==> src/rtl/sprite_loader_if.sv <==
// Shared bus between the sprite loader and its CPU/video side: shadow writes, vblank, and the sprite load bus.
interface sprite_loader_if #(
  parameter int NUM_SPRITES = 8,
  parameter int IDX_W       = 3
);
  logic                   vblank;
  logic                   wr_en;
  logic [IDX_W-1:0]       wr_addr;
  logic                   wr_field;
  logic [16:0]            wr_data;
  logic [9:0]             x;
  logic [8:0]             y;
  logic                   visible;
  logic [NUM_SPRITES-1:0] load_pos;
  logic [NUM_SPRITES-1:0] load_att;
  logic                   busy;
  logic                   done;

  modport master (
    output vblank, wr_en, wr_addr, wr_field, wr_data,
    input  x, y, visible, load_pos, load_att, busy, done
  );

  modport slave (
    input  vblank, wr_en, wr_addr, wr_field, wr_data,
    output x, y, visible, load_pos, load_att, busy, done
  );
endinterface

==> src/rtl/sprite_loader.sv <==
// Shadow table of sprite position/flip/visibility, committed to the sprite bank only on a vblank rising edge.
// Dirty sprites cost SCAN/POS/ATT (3 cycles), clean ones a single SCAN cycle; CPU writes are never stalled.
module sprite_loader #(
  parameter int NUM_SPRITES = 8,
  parameter int IDX_W       = 3
) (
  input  logic           clk,
  input  logic           rst,
  sprite_loader_if.slave bus
);

  localparam logic [1:0] IDLE = 2'd0;
  localparam logic [1:0] SCAN = 2'd1;
  localparam logic [1:0] POS  = 2'd2;
  localparam logic [1:0] ATT  = 2'd3;

  localparam logic [IDX_W:0]   NUM_W = (IDX_W+1)'(NUM_SPRITES);
  localparam logic [IDX_W-1:0] LAST  = IDX_W'(NUM_SPRITES - 1);

  typedef struct packed {
    logic [8:0] px;
    logic [7:0] py;
    logic       vis;
    logic       vf;
    logic       hf;
  } entry_t;

  entry_t                 shadow [NUM_SPRITES];
  logic [NUM_SPRITES-1:0] dirty;
  logic [IDX_W-1:0]       idx;
  logic [1:0]             state;
  logic                   vblank_d;
  logic                   addr_ok;
  logic [NUM_SPRITES-1:0] idx_onehot;

  assign addr_ok    = ({1'b0, bus.wr_addr} < NUM_W);
  assign idx_onehot = NUM_SPRITES'(1) << idx;

  always_ff @(posedge clk) begin
    if (rst) begin
      state        <= IDLE;
      idx          <= '0;
      dirty        <= '0;
      vblank_d     <= 1'b1;
      bus.x        <= '0;
      bus.y        <= '0;
      bus.visible  <= 1'b0;
      bus.load_pos <= '0;
      bus.load_att <= '0;
      bus.busy     <= 1'b0;
      bus.done     <= 1'b0;
      for (int i = 0; i < NUM_SPRITES; i++) begin
        shadow[i] <= '0;
      end
    end else begin
      vblank_d <= bus.vblank;
      bus.done <= 1'b0;

      case (state)
        IDLE: begin
          if (bus.vblank && !vblank_d && (|dirty)) begin
            state    <= SCAN;
            idx      <= '0;
            bus.busy <= 1'b1;
          end
        end
        SCAN: begin
          if (dirty[idx]) begin
            bus.x        <= {shadow[idx].px, shadow[idx].hf};
            bus.y        <= {shadow[idx].py, shadow[idx].vf};
            bus.visible  <= shadow[idx].vis;
            bus.load_pos <= idx_onehot;
            dirty[idx]   <= 1'b0;
            state        <= POS;
          end else if (idx == LAST) begin
            state    <= IDLE;
            bus.done <= 1'b1;
            bus.busy <= 1'b0;
          end else begin
            idx <= idx + 1'b1;
          end
        end
        POS: begin
          bus.load_pos <= '0;
          bus.load_att <= idx_onehot;
          state        <= ATT;
        end
        ATT: begin
          bus.load_att <= '0;
          if (idx == LAST) begin
            state    <= IDLE;
            bus.done <= 1'b1;
            bus.busy <= 1'b0;
          end else begin
            idx   <= idx + 1'b1;
            state <= SCAN;
          end
        end
        default: state <= IDLE;
      endcase

      // Placed after the SCAN clear so a same-cycle CPU write keeps the entry dirty for next frame.
      if (bus.wr_en && addr_ok) begin
        if (bus.wr_field) begin
          shadow[bus.wr_addr].vis <= bus.wr_data[2];
          shadow[bus.wr_addr].vf  <= bus.wr_data[1];
          shadow[bus.wr_addr].hf  <= bus.wr_data[0];
        end else begin
          shadow[bus.wr_addr].px <= bus.wr_data[16:8];
          shadow[bus.wr_addr].py <= bus.wr_data[7:0];
        end
        dirty[bus.wr_addr] <= 1'b1;
      end
    end
  end

endmodule

==> src/flat_wrapper.sv <==
// flat-port wrapper written by rule: the top's interface ports become plain ports
module sprite_loader_flat 
#(
  parameter int NUM_SPRITES = 8,
  parameter int IDX_W       = 3
)
  (clk, rst, bus_vblank, bus_wr_en, bus_wr_addr, bus_wr_field, bus_wr_data, bus_x, bus_y, bus_visible, bus_load_pos, bus_load_att, bus_busy, bus_done);
  sprite_loader_if #(.NUM_SPRITES(NUM_SPRITES), .IDX_W(IDX_W)) bus_i ();
  input  logic clk;
  input  logic rst;
  input wire logic [$bits(bus_i.vblank)-1:0] bus_vblank;
  input wire logic [$bits(bus_i.wr_en)-1:0] bus_wr_en;
  input wire logic [$bits(bus_i.wr_addr)-1:0] bus_wr_addr;
  input wire logic [$bits(bus_i.wr_field)-1:0] bus_wr_field;
  input wire logic [$bits(bus_i.wr_data)-1:0] bus_wr_data;
  output wire logic [$bits(bus_i.x)-1:0] bus_x;
  output wire logic [$bits(bus_i.y)-1:0] bus_y;
  output wire logic [$bits(bus_i.visible)-1:0] bus_visible;
  output wire logic [$bits(bus_i.load_pos)-1:0] bus_load_pos;
  output wire logic [$bits(bus_i.load_att)-1:0] bus_load_att;
  output wire logic [$bits(bus_i.busy)-1:0] bus_busy;
  output wire logic [$bits(bus_i.done)-1:0] bus_done;
  assign bus_i.vblank = bus_vblank;
  assign bus_i.wr_en = bus_wr_en;
  assign bus_i.wr_addr = bus_wr_addr;
  assign bus_i.wr_field = bus_wr_field;
  assign bus_i.wr_data = bus_wr_data;
  assign bus_x = bus_i.x;
  assign bus_y = bus_i.y;
  assign bus_visible = bus_i.visible;
  assign bus_load_pos = bus_i.load_pos;
  assign bus_load_att = bus_i.load_att;
  assign bus_busy = bus_i.busy;
  assign bus_done = bus_i.done;
  sprite_loader #(.NUM_SPRITES(NUM_SPRITES), .IDX_W(IDX_W)) u_core (.clk(clk), .rst(rst), .bus(bus_i));
endmodule
==> config.mk <==
export PLATFORM = sky130hd
export DESIGN_NAME = sprite_loader_flat
export DESIGN_NICKNAME = d
export VERILOG_FILES = /design/src/rtl/sprite_loader_if.sv /design/src/rtl/sprite_loader.sv /design/src/flat_wrapper.sv
export SDC_FILE = /design/constraint.sdc
export NUM_CORES = 1
export LEC_CHECK = 0
export CAP_MARGIN = 5
export CORE_MARGIN = 5
export CORE_UTILIZATION = 53
export DETAILED_ROUTE_END_ITERATION = 7
export GPL_TIMING_DRIVEN = 0
export PLACE_DENSITY = 0.76
export SYNTH_ARGS = -nofsm -noshare
export SYNTH_HDL_FRONTEND = slang
export SYNTH_SLANG_ARGS = --single-unit
==> constraint.sdc <==
create_clock -name clk -period 3 [get_ports clk]
set_input_delay 0.45 -clock clk [delete_from_list [all_inputs] [get_ports clk]]
set_output_delay 0.45 -clock clk [all_outputs]
set_load 0.05 [all_outputs]
==> impl_metrics.toml, run 1 <==
[synth]
synthArstFlopShare_pct = 0
synth_ff_type = "edfxtp_1"
ys_seq_area_share_pct = 60.5
ys_types = 59
syn_area_um2 = 9660
syn_inst = 795
synth.net_count = 826
syn_area_per_cell_um2 = 12.1
yosys_warnings = 0
ys_ff_latch = 212
synth_edf_count = 160

[power]
max-vdd-ir-drop_v = 0.000433
power_density_nw_per_um2 = 548
p_leak_nw = 3.94
power.total_mw = 6.18

[timing]
fmax_ghz = 0.346
fin_skew_ns = 0.0155
maxSlewViolCount = 0
fin_ws_ns = 0.114
hold_violations = 0
rsz0062_at_grt = "false"
fin_crit_sh_pct = 96.2
fin_hold_ws_ns = 0.461
setup_viol = 0
slew_headroom_pct = 18.3
fin_crit_ns = 2.89
worst_slew_pin_slew_ns = 1.22

[setup_path]
cp.arrival_ns = 3.03
timing.rr.start = "u_core.idx[0]$_SDFFE_PP0P_"
crit_type = "in2reg"
cp_max_fo = 17
endpoint_kind = "flop"
cp-start-kind = "input pin"
required_ns = 3.15
startpoint = "rst"
r2r_slack_ns = 0.22

[place]
io_buffers = 61
place_congestion = 0.927
place_area_um2 = 10600
placed_cells = 1089
hpwl_um = 17700
dp_slack_ns = -0.468

[route]
drc = 0
viasPerCell = 6.13
drtIter0Drc = 878
drt-total-wl_um = 27100
final_antenna_net_count = 0
vias = 6907
routedWlPerCell_um = 24.1
firstDrtPassIters = 6

[cts]
htreeDepth = 1
clkTransAtPathRegs_ns = 0.06
cts_tree = "done"
cts_num_sinks = 212
root_buffer = "clkbuf_16"
cts_made_buffers = 23
clk_latency_ns = 0.52
cts_buffer_depth = 3

[floorplan]
die_area_um2 = 21000
die_x_um = 145
row_count = 49
start_util_pct = 53.8
die_h_um = 145
ioPinCount = 63
core_area_um2 = 18000

[global_route]
grt_pass1_wl_um = 41400
grt_pass1_vias = 6922
grt_max_degree = 18
overflow = 0
grt_antenna_before_repair = 0
grt_usage_pct = 25.4

[finish]
diodes = 0
synthToLayoutAreaGrowth_pct = 16.9
fin_area_um2 = 11300
drive_above_1_share_pct = 11.5
final_cells = 1127
nets = 917

[job]
maxCapViolCount = 0

[worst_hold_path]
min-delay-start = "u_core.bus.load_att[1]$_SDFFE_PP0P_"
hold_path_class = "reg2reg"

[status]
status = "complete, no violations"
==> metal layers <==
layer  global-route usage (%)  part of all wire (%)  vias up
met5                        0                     0        -
met4                     10.8                   4.9        0
met3                     6.24                    11       94
met1                     34.4                    39     3288
li1                         -                     -     3104
met2                     39.2                    46      421
==> sequential cells by signal, summed over array words and instances (netlist names), named ones only <==
register,cells
u_core.bus.busy,1
u_core.state,1
u_core.dirty,8
u_core.bus.done,1
u_core.bus.visible,1
u_core.vblank_d,1
u_core.bus.load_pos,8
u_core.idx,3
u_core.bus.x,10
u_core.bus.y,9
u_core.shadow,160
u_core.bus.load_att,8
==> power by group <==
part	internal (mW)	switching, mW
Sequential	3.28	0.0419
Combinational	0.108	0.204
Clock	1.43	1.11
Total	4.83	1.35
==> stage by stage <==
step	TNS [ns]	utilization, %
finish	0	62.8
global route	0	62.8
CTS	0	62.8
detailed placement	-39.53	59.1
global placement	-144.23	58.7
floorplan	0	-
==> area by class of cell <==
cell class,instances,area [um^2]
plain buffers,59,288
clock inverters,5,35.0
repair buffers,66,667
clock buffers,32,619
multi-input cells,518,3520
fillers,1412,6680
well taps,229,287
flip-flops and latches,212,5850
inverters,6,22.5
==> layout by cell type (no fill, tap or decap), types with 5 or more instances in the layout <==
master	instances
dfxtp_1	52
mux2i_1	23
nand2b_1	5
and2_1	141
mux2_2	18
edfxtp_1	160
nor3_1	18
clkbuf_1	46
buf_4	5
buf_2	8
and3_1	25
ha_1	6
nor4_1	5
nor2b_1	7
o21ai_0	13
a211oi_2	10
mux4_2	6
or2_2	7
a221oi_1	24
clkdlybuf4s50_1	61
nor2_1	54
nand3_1	18
a22oi_1	11
a21oi_1	39
buf_6	7
clkbuf_16	23
nand2_1	34
==> critical path: stages <==
cell,delay (ns)
clkdlybuf4s50_1,0.44
inv_2,0.16
nand3_1,0.28
nor3_1,1.05
or2_2,0.64
==> kinds of logic after synthesis <==
family / after synthesis / share of synthesized area (%)
adders and majority gates: 6 / 0.777
muxes: 49 / 6.12
and+or+nand+nor: 325 / 18.5
buffers and inverters: 65 / 3.21
DFF: 212 / 60.5
AOI/OAI and AO/OA: 138 / 10.9
==> path summary, 6_finish.rpt <==
| check | cells past startpoint | endpoint |
|---|---|---|
| setup / recovery | 5 | u_core.shadow[3][12]$_SDFFCE_PN0P_ |
| hold / removal | 2 | u_core.bus.load_att[1]$_SDFFE_PP0P_ |
| setup reg to reg | 8 | u_core.idx[1]$_SDFFE_PP0P_ |
| hold reg to reg | 2 | u_core.bus.load_att[1]$_SDFFE_PP0P_ |
==> Yosys cell counts, types with 7 or more instances <==
library cell	count	share of area [%]
a221oi_1	24	2.2
nor2_1	54	2.1
o21ai_0	16	0.83
a211oi_2	10	1.3
a21oi_1	39	2.0
nand2_1	34	1.3
edfxtp_1	160	50
mux2_2	18	2.1
a22oi_1	11	0.86
nor2b_1	7	0.45
or2_2	7	0.45
and3_1	25	1.6
buf_2	8	0.41
mux2i_1	23	2.4
clkbuf_1	38	1.5
nor3_1	19	0.98
and2_1	141	9.1
nand3_1	18	0.93
dfxtp_1	52	11
==> what timing repair did <==
action / 4_1_cts / 5_1_grt
buffers inserted: 0 / 0
resized for setup: 0 / 1
endpoints found under the setup margin: 0 / 17
hold buffers: 0 / 0
(Power assumes the default switching activity.)
==> inputs of run 2 (changes only) <==
- GPL_TIMING_DRIVEN: 0 -> not set
==> impl_metrics.toml, run 2 (synthesis results as in run 1) <==
[cts]
cts_resized = 0
cts_tree = "done"
cts_made_buffers = 23
htreeDepth = 1
ctsHoldBuffers = 0
cts_num_sinks = 212
root_buffer = "clkbuf_16"
clk_latency_ns = 0.51
clkTransAtPathRegs_ns = 0.06
cts_setup_buffers = 0
cts_buffer_depth = 3

[floorplan]
die_h_um = 145
start_util_pct = 53.8
ioPinCount = 63
row_count = 49
die_area_um2 = 21000
die_x_um = 145
core_area_um2 = 18000

[finish]
largest_reg_flops = 160
reg.largest.list = "u_core.shadow x160, u_core.bus.x x10, u_core.bus.y x9"
final_cells = 1101
n_fill_cell = 1363
regMostFlops = "u_core.shadow"
final_common_cell = "edfxtp_1"
synthToLayoutAreaGrowth_pct = 16.2
area.sequential_um2 = 5850
nets = 885
multi_input_area_um2 = 3510
mostFrequentLayoutCells = "edfxtp_1, and2_1, clkdlybuf4s50_1"
drive_above_1_share_pct = 13.7

[timing]
hold_violations = 0
fmax_ghz = 0.383
fin_crit_ns = 2.61
fin_tns_setup_ns = 0
fin_ws_ns = 0.390
fin_skew_ns = 0.0119
maxSlewViolCount = 0
setup_viol = 0
fin_crit_sh_pct = 87.0
fin_hold_ws_ns = 0.223
rsz0062_at_grt = "false"
slew_headroom_pct = 23.8
worst_slew_pin_slew_ns = 1.14

[route]
firstDrtPassIters = 5
drc = 0
drt-total-wl_um = 24900
routedWlPerCell_um = 22.6
viasPerCell = 6.19
drtIter0Drc = 726
final_antenna_net_count = 0
vias = 6810

[job]
maxCapViolCount = 0

[power]
max-vdd-ir-drop_v = 0.000377
p_leak_nw = 3.95
power_density_nw_per_um2 = 562
p_switching_mw = 1.37
clkPwrFrac_pct = 42.5
p_int_mw = 4.94
swShare_pct = 21.7
pwr-share-comb_pct = 4.7
seqPwrFrac_pct = 52.8
power.total_mw = 6.31

[setup_path]
path_cells = "mux2_1 > mux4_2 > o21a_2 > o21ba_1 > nor3_2"
cp-start-kind = "flop"
max_stage_delay_ns = 0.60
required_ns = 3.43
cp_max_fo = 44
cp.arrival_ns = 3.04
crit_type = "reg2reg"
crit_slowest_cell = "o21a_2"
endpoint_kind = "flop"

[global_route]
grt_max_degree = 47
grt_antenna_before_repair = 2
grt_pass1_vias = 6842
grt_usage_pct = 22.9
overflow = 0
grt_pass1_wl_um = 38300

[place]
dp_slack_ns = 0.420
place_congestion = 0.872
hpwl_um = 15300
io_buffers = 62
placed_cells = 1058

[status]
status = "complete, no violations"

[worst_hold_path]
hold_path_class = "in2reg"
run 2: cell types whose count changed in the layout (fill, tap and decap cells not counted), moves of 2 or more:
| cell | before | now |
|---|---|---|
| clkbuf_1 | 46 | 7 |
| buf_4 | 5 | 31 |
| buf_2 | 8 | 1 |
| buf_6 | 7 | 0 |
| buf_1 | 4 | 0 |
| clkinv_2 | 0 | 3 |
| o21ai_1 | 1 | 4 |
| o21ai_2 | 4 | 1 |
| buf_8 | 2 | 0 |
| clkinv_1 | 4 | 2 |
| dfxtp_1 | 52 | 50 |
| dfxtp_2 | 0 | 2 |
| diode_2 | 0 | 2 |
| inv_6 | 0 | 2 |
run 2: path summary, 6_finish.rpt:
kind                            depth (start not counted)                             endpoint                           startpoint  slack [ns]
worst min register to register                          2  u_core.bus.load_att[4]$_SDFFE_PP0P_  u_core.bus.load_att[4]$_SDFFE_PP0P_        0.46
worst min-delay path                                    3         u_core.bus.y[0]$_SDFFE_PP0P_                                  rst        0.22
worst max-delay path                                    5         u_core.bus.busy$_SDFFE_PP0P_           u_core.idx[0]$_SDFFE_PP0P_        0.39
worst max register to register                          5         u_core.bus.busy$_SDFFE_PP0P_           u_core.idx[0]$_SDFFE_PP0P_        0.39
run 2: area by class of cell:
cell class,instances,share of cell area [%]
Inverter,6,0.201
Antenna cell,2,0.0446
Clock buffer,32,5.61
Clock inverter,9,0.691
Timing Repair Buffer,93,7.56
Sequential cell,212,52.1
Tap cell,229,2.55
Multi-Input combinational cell,518,31.2
run 2: through the flow:
stage | utilization (%) | area, um^2
finish | 62.5 | 11200
global route | 62.5 | 11200
CTS | 62.5 | 11200
detailed placement | 58.5 | 10500
global placement | 58.5 | 10500
floorplan | - | 9660
run 2: routing by layer:
metal / part of all wire [%] / track usage, %
met5: 0 / 0
met2: 48 / 37.3
met3: 9.6 / 3.99
met1: 39 / 30.7
met4: 3.4 / 9.46
run 2: power by group through the flow:
stage / clock, mW / combinational [mW] / sequential, mW
after floorplan: 0 / 0.160 / 3.38
after global placement: 0 / 0.281 / 3.38
after detailed placement: 0 / 0.290 / 3.39
after CTS: 2.71 / 0.292 / 3.33
after global routing: 2.85 / 0.314 / 3.34
final: 2.68 / 0.294 / 3.33
run 2: critical path, delay by kind of cell, from the launching register on:
family / cells / cell delay [ns]
compound gates: 2 / 0.94
mux: 2 / 0.90
flops: 1 / 0.54
simple gates: 1 / 0.15
